### src/rtl/qspi_flash_responder.sv
// Device-side quad-SPI flash model: decodes host commands, serves DDR quad reads from a byte memory.
// Latency: first read byte at k=12+DUMMY_CYCLES (command entry) or k=4+DUMMY_CYCLES (continuous entry).
// Backpressure: none; the host owns SCLK and cs_n, and raising cs_n abandons any transaction at once.
//
// Ports:
//   clk, reset          serial flash clock (free-running), async active-high reset
//   cs_n                chip select, sampled on clk rise
//   io_in_rise/fall     IO3..IO0 captured at the rising / falling edge by external DDR pin registers
//   io_out_rise/fall    nibble driven in the rising / falling half of the cycle
//   io_oe               per-pin output enable, forced low combinationally while cs_n is high
//   mem_en, mem_addr    byte memory read request; mem_rdata returns one cycle after mem_en
//   sr2, cont_mode      status register-2 (bit1 = QE) and continuous-read armed flag
module qspi_flash_responder #(
    parameter int unsigned DUMMY_CYCLES = 7,
    parameter logic        QE_RESET     = 1'b0,
    parameter logic [23:0] ADDR_MASK    = 24'hFFFFFF
) (
    input  logic        clk,
    input  logic        reset,
    input  logic        cs_n,
    input  logic [3:0]  io_in_rise,
    input  logic [3:0]  io_in_fall,
    output logic [3:0]  io_out_rise,
    output logic [3:0]  io_out_fall,
    output logic [3:0]  io_oe,
    output logic        mem_en,
    output logic [23:0] mem_addr,
    input  logic [7:0]  mem_rdata,
    output logic [7:0]  sr2,
    output logic        cont_mode
);

    localparam logic [3:0] DUMMY_LAST = 4'(DUMMY_CYCLES - 1);
    localparam logic [7:0] CMD_QREAD  = 8'hED;
    localparam logic [7:0] CMD_WREN   = 8'h06;
    localparam logic [7:0] CMD_WRSR   = 8'h31;
    localparam logic [7:0] CMD_RDSR   = 8'h35;

    typedef enum logic [3:0] {
        IDLE,
        CMD,
        ADDR,
        MODE,
        DUMMY,
        DATA,
        WRSR,
        RDSR,
        IGNORE
    } state_t;

    state_t      state;
    logic [3:0]  cnt;        // bit / byte / dummy-cycle counter, meaning depends on state
    logic [6:0]  sh;         // SDR bits collected so far on IO0
    logic [15:0] addr_sr;    // first two address bytes
    logic        wel;
    logic        qe;
    logic [3:0]  oe_q;
    logic        pend;       // mem_rdata holds a requested byte this cycle
    logic [7:0]  buf0;
    logic [7:0]  buf1;
    logic [1:0]  buf_cnt;

    logic [7:0]  cmd_byte;
    logic [7:0]  ddr_byte;
    logic        pop;

    assign cmd_byte  = {sh, io_in_rise[0]};
    assign ddr_byte  = {io_in_rise, io_in_fall};
    assign pop       = (state == DATA);
    assign sr2       = {6'b0, qe, 1'b0};
    assign io_oe     = cs_n ? 4'h0 : oe_q;

    // The memory answers two edges after a request is issued, so the read
    // pipeline runs two bytes ahead: bytes a and a+1 are requested at the last
    // address cycle and the mode cycle, a+2 at the last dummy cycle, and every
    // data cycle requests the byte two ahead of the one it drives. A two-entry
    // buffer absorbs the gap when the dummy phase is longer than the pipeline.
    always_ff @(posedge clk or posedge reset) begin
        if (reset) begin
            state       <= IDLE;
            cnt         <= 4'd0;
            sh          <= 7'd0;
            addr_sr     <= 16'd0;
            wel         <= 1'b0;
            qe          <= QE_RESET;
            cont_mode   <= 1'b0;
            oe_q        <= 4'h0;
            io_out_rise <= 4'h0;
            io_out_fall <= 4'h0;
            mem_en      <= 1'b0;
            mem_addr    <= 24'd0;
            pend        <= 1'b0;
            buf0        <= 8'd0;
            buf1        <= 8'd0;
            buf_cnt     <= 2'd0;
        end else begin
            mem_en <= 1'b0;
            pend   <= mem_en;
            if (cs_n) begin
                state       <= IDLE;
                cnt         <= 4'd0;
                oe_q        <= 4'h0;
                io_out_rise <= 4'h0;
                io_out_fall <= 4'h0;
                pend        <= 1'b0;
                buf_cnt     <= 2'd0;
            end else begin
                oe_q        <= 4'h0;
                io_out_rise <= 4'h0;
                io_out_fall <= 4'h0;
                case (state)
                    // First selected cycle is already bit 0 of the command,
                    // or the first address byte when continuous mode is armed.
                    IDLE: begin
                        cnt <= 4'd1;
                        if (cont_mode) begin
                            addr_sr <= {addr_sr[7:0], ddr_byte};
                            state   <= ADDR;
                        end else begin
                            sh    <= {sh[5:0], io_in_rise[0]};
                            state <= CMD;
                        end
                    end
                    CMD: begin
                        sh  <= {sh[5:0], io_in_rise[0]};
                        cnt <= cnt + 4'd1;
                        if (cnt == 4'd7) begin
                            cnt <= 4'd0;
                            if (cmd_byte == CMD_QREAD && qe) begin
                                state <= ADDR;
                            end else if (cmd_byte == CMD_WREN) begin
                                wel   <= 1'b1;
                                state <= IGNORE;
                            end else if (cmd_byte == CMD_WRSR) begin
                                state <= WRSR;
                            end else if (cmd_byte == CMD_RDSR) begin
                                state <= RDSR;
                            end else begin
                                state <= IGNORE;
                            end
                        end
                    end
                    ADDR: begin
                        if (cnt == 4'd2) begin
                            mem_en   <= 1'b1;
                            mem_addr <= {addr_sr, ddr_byte} & ADDR_MASK;
                            cnt      <= 4'd0;
                            state    <= MODE;
                        end else begin
                            addr_sr <= {addr_sr[7:0], ddr_byte};
                            cnt     <= cnt + 4'd1;
                        end
                    end
                    MODE: begin
                        cont_mode <= (ddr_byte[5:4] == 2'b10);
                        mem_en    <= 1'b1;
                        mem_addr  <= (mem_addr + 24'd1) & ADDR_MASK;
                        cnt       <= 4'd0;
                        state     <= DUMMY;
                    end
                    DUMMY: begin
                        if (cnt == DUMMY_LAST) begin
                            mem_en   <= 1'b1;
                            mem_addr <= (mem_addr + 24'd1) & ADDR_MASK;
                            state    <= DATA;
                        end else begin
                            cnt <= cnt + 4'd1;
                        end
                    end
                    DATA: begin
                        oe_q        <= 4'hF;
                        io_out_rise <= buf0[7:4];
                        io_out_fall <= buf0[3:0];
                        mem_en      <= 1'b1;
                        mem_addr    <= (mem_addr + 24'd1) & ADDR_MASK;
                    end
                    WRSR: begin
                        sh  <= {sh[5:0], io_in_rise[0]};
                        cnt <= cnt + 4'd1;
                        if (cnt == 4'd7) begin
                            // sh[0] holds bit1 of the byte once the eighth bit arrives
                            if (wel) begin
                                qe  <= sh[0];
                                wel <= 1'b0;
                            end
                            state <= IGNORE;
                        end
                    end
                    RDSR: begin
                        oe_q           <= 4'b0010;
                        io_out_rise[1] <= sr2[3'd7 - cnt[2:0]];
                        io_out_fall[1] <= sr2[3'd7 - cnt[2:0]];
                        cnt            <= {1'b0, cnt[2:0] + 3'd1};
                    end
                    IGNORE: begin
                        state <= IGNORE;
                    end
                    default: begin
                        state <= IGNORE;
                    end
                endcase

                if (pend && pop) begin
                    if (buf_cnt == 2'd2) begin
                        buf0 <= buf1;
                        buf1 <= mem_rdata;
                    end else begin
                        buf0 <= mem_rdata;
                    end
                end else if (pend) begin
                    if (buf_cnt == 2'd0) begin
                        buf0 <= mem_rdata;
                    end else begin
                        buf1 <= mem_rdata;
                    end
                    buf_cnt <= buf_cnt + 2'd1;
                end else if (pop) begin
                    buf0    <= buf1;
                    buf_cnt <= buf_cnt - 2'd1;
                end
            end
        end
    end

endmodule

### config.mk
export PLATFORM = sky130hd
export DESIGN_NAME = qspi_flash_responder
export DESIGN_NICKNAME = d
export VERILOG_FILES = /design/src/rtl/qspi_flash_responder.sv
export SDC_FILE = /design/constraint.sdc
export NUM_CORES = 1
export LEC_CHECK = 0
export BUFFER_PORTS_ARGS = -buffer_cell sky130_fd_sc_hd__buf_2
export CORE_MARGIN = 8
export CORE_UTILIZATION = 45
export CTS_CLUSTER_SIZE = 20
export DETAILED_ROUTE_END_ITERATION = 6
export PLACE_DENSITY = 0.65
export SYNTH_ARGS = -nofsm -noshare
export SYNTH_HDL_FRONTEND = slang
export SYNTH_SLANG_ARGS = --single-unit
### constraint.sdc
create_clock -name clk -period 3.55 [get_ports clk]
set_input_delay 0.71 -clock clk [delete_from_list [all_inputs] [get_ports clk]]
set_output_delay 0.71 -clock clk [all_outputs]
set_load 0.02 [all_outputs]
==> flow_metrics.env <==
export IMPL_drive_above_1_share_pct=25.2
export IMPL_gr_total_overflow=0
export IMPL_syn_inst=460
export IMPL_dieArea_um2=13900
export IMPL_fin_tns_setup_ps=0
export IMPL_root_buffer="clkbuf_8"
export IMPL_dp_hpwl_um=7250
export IMPL_worstPathArrival_ps=2770
export IMPL_hold_class="input pin to async pin"
export IMPL_avgSynthCellArea_um2=10.1
export IMPL_final_common_cell="dfrtp_1"
export IMPL_fillers=958
export IMPL_status="completed"
export IMPL_period_needed_ps=2500
export IMPL_fin_crit_sh_pct=70.4
export IMPL_diodes=0
export IMPL_cp_top_family="compound AO/OA/AOI/OAI gates"
export IMPL_dieHeight_um=118
export IMPL_ios=65
export IMPL_clock_latency_ps=380
export IMPL_multi_input_area_um2=2210
export IMPL_drtAntennaViolNets=0
export IMPL_start_util_pct=45.8
export IMPL_cts_tree="yes"
export IMPL_rsz0062_at_grt="no"
export IMPL_worstMarginPinSlew_ps=686
export IMPL_synthDistinctLibCells=68
export IMPL_path_cells="inv_1 > ha_1 > nor3b_1 > a32oi_1 > o31a_4 > clkinv_2 > o21ai_0 > a22o_1"
export IMPL_path_class="register to register"
export IMPL_final_max_slew_viol_count=0
export IMPL_dr_pass1_iters=6
export IMPL_cts_buffers=9
export IMPL_synth_ff_type="dfrtp_1"
export IMPL_yosysWarnings=0
export IMPL_rows=37
export IMPL_grt_max_degree=89
export IMPL_ff_latch_area_um2=2200
export IMPL_synth_top_cell_area_share_pct=47.2
export IMPL_first_global_vias=3607
export IMPL_cts_htree_levels=3
export IMPL_num_vias=3656
export IMPL_cp_slowest_cell="nor3b_1"
export IMPL_layout_common_cells="88 x dfrtp_1, 57 x buf_2, 38 x nor2_1, 38 x nand2_1, 38 x a21oi_1"
export IMPL_syn_area_um2=4660
export IMPL_peakVddDrop_v=0.000214
export IMPL_drt_drc_violations_left=0
export IMPL_synthArstFlopShare_pct=100
export IMPL_hold_viol_final=0
export IMPL_critPathCaptureType="register"
export IMPL_wl_per_cell_um=16.4
export IMPL_core_area_um2=10200
export IMPL_drtIter0Drc=204
export IMPL_antenna_found_initial=0
export IMPL_clock_sinks=88
export IMPL_track_usage_pct=15.6
export IMPL_cts_setup_buffers=0
export IMPL_critical_path_required_ps=3830
export IMPL_setup_violations=0
export IMPL_p_leak_nw=2.40
export IMPL_port_buffers=57
export IMPL_synth_edff_count=0
export IMPL_area_growth_pct=10.9
export IMPL_fmax_mhz=400
export IMPL_skew_ps=14.8
export IMPL_grt_pass1_wl_um=18000
export IMPL_hold_buffers=0
export IMPL_cts_resized=0
export IMPL_slew_limit_headroom_pct=54.1
export IMPL_powerDensity_nw_per_um2=458
export IMPL_gp_congestion=0.813
export IMPL_critPathBufInv=2
export IMPL_yosys_top_cells_area="dfrtp_1 47%, mux2_2 7.7%, a21oi_1 4.1%"
export IMPL_fin_hold_ws_ps=399
export IMPL_fin_nets=525
export IMPL_drv_cap=0
export IMPL_cp_start_kind="register"
export IMPL_seq_area_frac_synth_pct=47.2
export IMPL_cts_clk_slew_worst_paths_ps=110
export IMPL_synth_area_leader_cell="dfrtp_1"
export IMPL_clockBufferDepth=2
export IMPL_cpPeakStageDelay_ps=530
export IMPL_ys_seq_elements=88
export IMPL_die_w_um=118
export IMPL_wl_um=10600
export IMPL_viasPerCell=5.68
export IMPL_path_max_fanout=26
per-stage QoR:
stage                     total power [mW]  setup WS, ps  instances  util, %  cell area, µm²
after CTS                             2.39          1060        644     50.7            5170
after detailed placement              1.69           818        628     48.8            4970
after floorplan                       1.54           561        466        -            4680
after global routing                  2.49           775        644     50.7            5170
after global placement                1.67           887        628     48.8            4970
final                                 2.37          1050        644     50.7            5170
sequential cells by signal, indices dropped and copies added, names as in the netlist:
| register | flops |
|---|---|
| sh | 7 |
| io_out_fall | 4 |
| buf1 | 8 |
| addr_sr | 16 |
| buf0 | 8 |
| oe_q | 2 |
| buf_cnt | 2 |
| wel | 1 |
| mem_addr | 24 |
| mem_en | 1 |
| pend | 1 |
| cont_mode | 1 |
| qe | 1 |
| state | 4 |
| io_out_rise | 4 |
| cnt | 4 |
synth_stat cells (5+ instances only):
master,number
o2bb2a_1,5
inv_1,9
buf_2,7
dfrtp_1,88
nand4_1,7
o21ai_0,16
nand2_1,38
o22ai_1,11
nand3_1,24
a21oi_1,38
nor2_1,38
and3_1,7
clkbuf_1,12
mux2i_1,9
mux2_2,32
buf_4,15
and2_1,9
a31oi_1,7
a2bb2oi_1,5
per-layer routing:
layer | vias up | global-route usage (%) | wire length (µm)
li1 | 1746 | - | -
met1 | 1767 | 20.5 | 4940
met2 | 132 | 24.0 | 4850
met3 | 11 | 3.79 | 616
met4 | 0 | 6.65 | 165
met5 | - | 0 | 0
worst reg2reg max path, cell delays in order, from the launching register on:
cell and delay (ps):
dfrtp_1 430, inv_1 110, ha_1 200, nor3b_1 530, a32oi_1 160, o31a_4 260, clkinv_2 320, o21ai_0 150
a22o_1 240
report_power, final:
part	switching [mW]	total, mW	internal (mW)
registers	0.145	1.25	1.10
logic	0.244	0.416	0.172
clock network	0.425	0.700	0.275
final timing paths:
path	to	slack (ps)	from	depth (start not counted)
min reg2reg	io_out_rise[0]	490	buf0[4]	1
min in group clk	io_out_rise[0]	490	buf0[4]	1
min	mem_addr[16]	400	reset	3
max in group asynchronous	mem_addr[6]	2780	reset	3
max reg2reg	mem_addr[15]	1050	cnt[0]	8
max	mem_addr[15]	1050	cnt[0]	8
kinds of logic after synthesis:
kind of cell | Yosys count | synth area share, %
AND/OR/NAND/NOR | 154 | 17.4
AO/OA/AOI/OAI | 120 | 17.9
flip-flops | 88 | 47.2
buffers and inverters | 48 | 5.93
multiplexers | 41 | 9.66
XOR/XNOR | 5 | 0.940
adder cells (fa/ha/maj) | 3 | 0.805
other | 1 | 0.0805
final cells by class:
type                    instances  area share (%)
multi-input cells             330            42.8
flip-flops and latches         88            42.6
repair buffers                 64            6.78
well taps                     136            3.29
clock buffers                   9            2.40
clock inverters                 7            1.36
inverters                      10           0.775
Power figures use the tool's default switching activity.
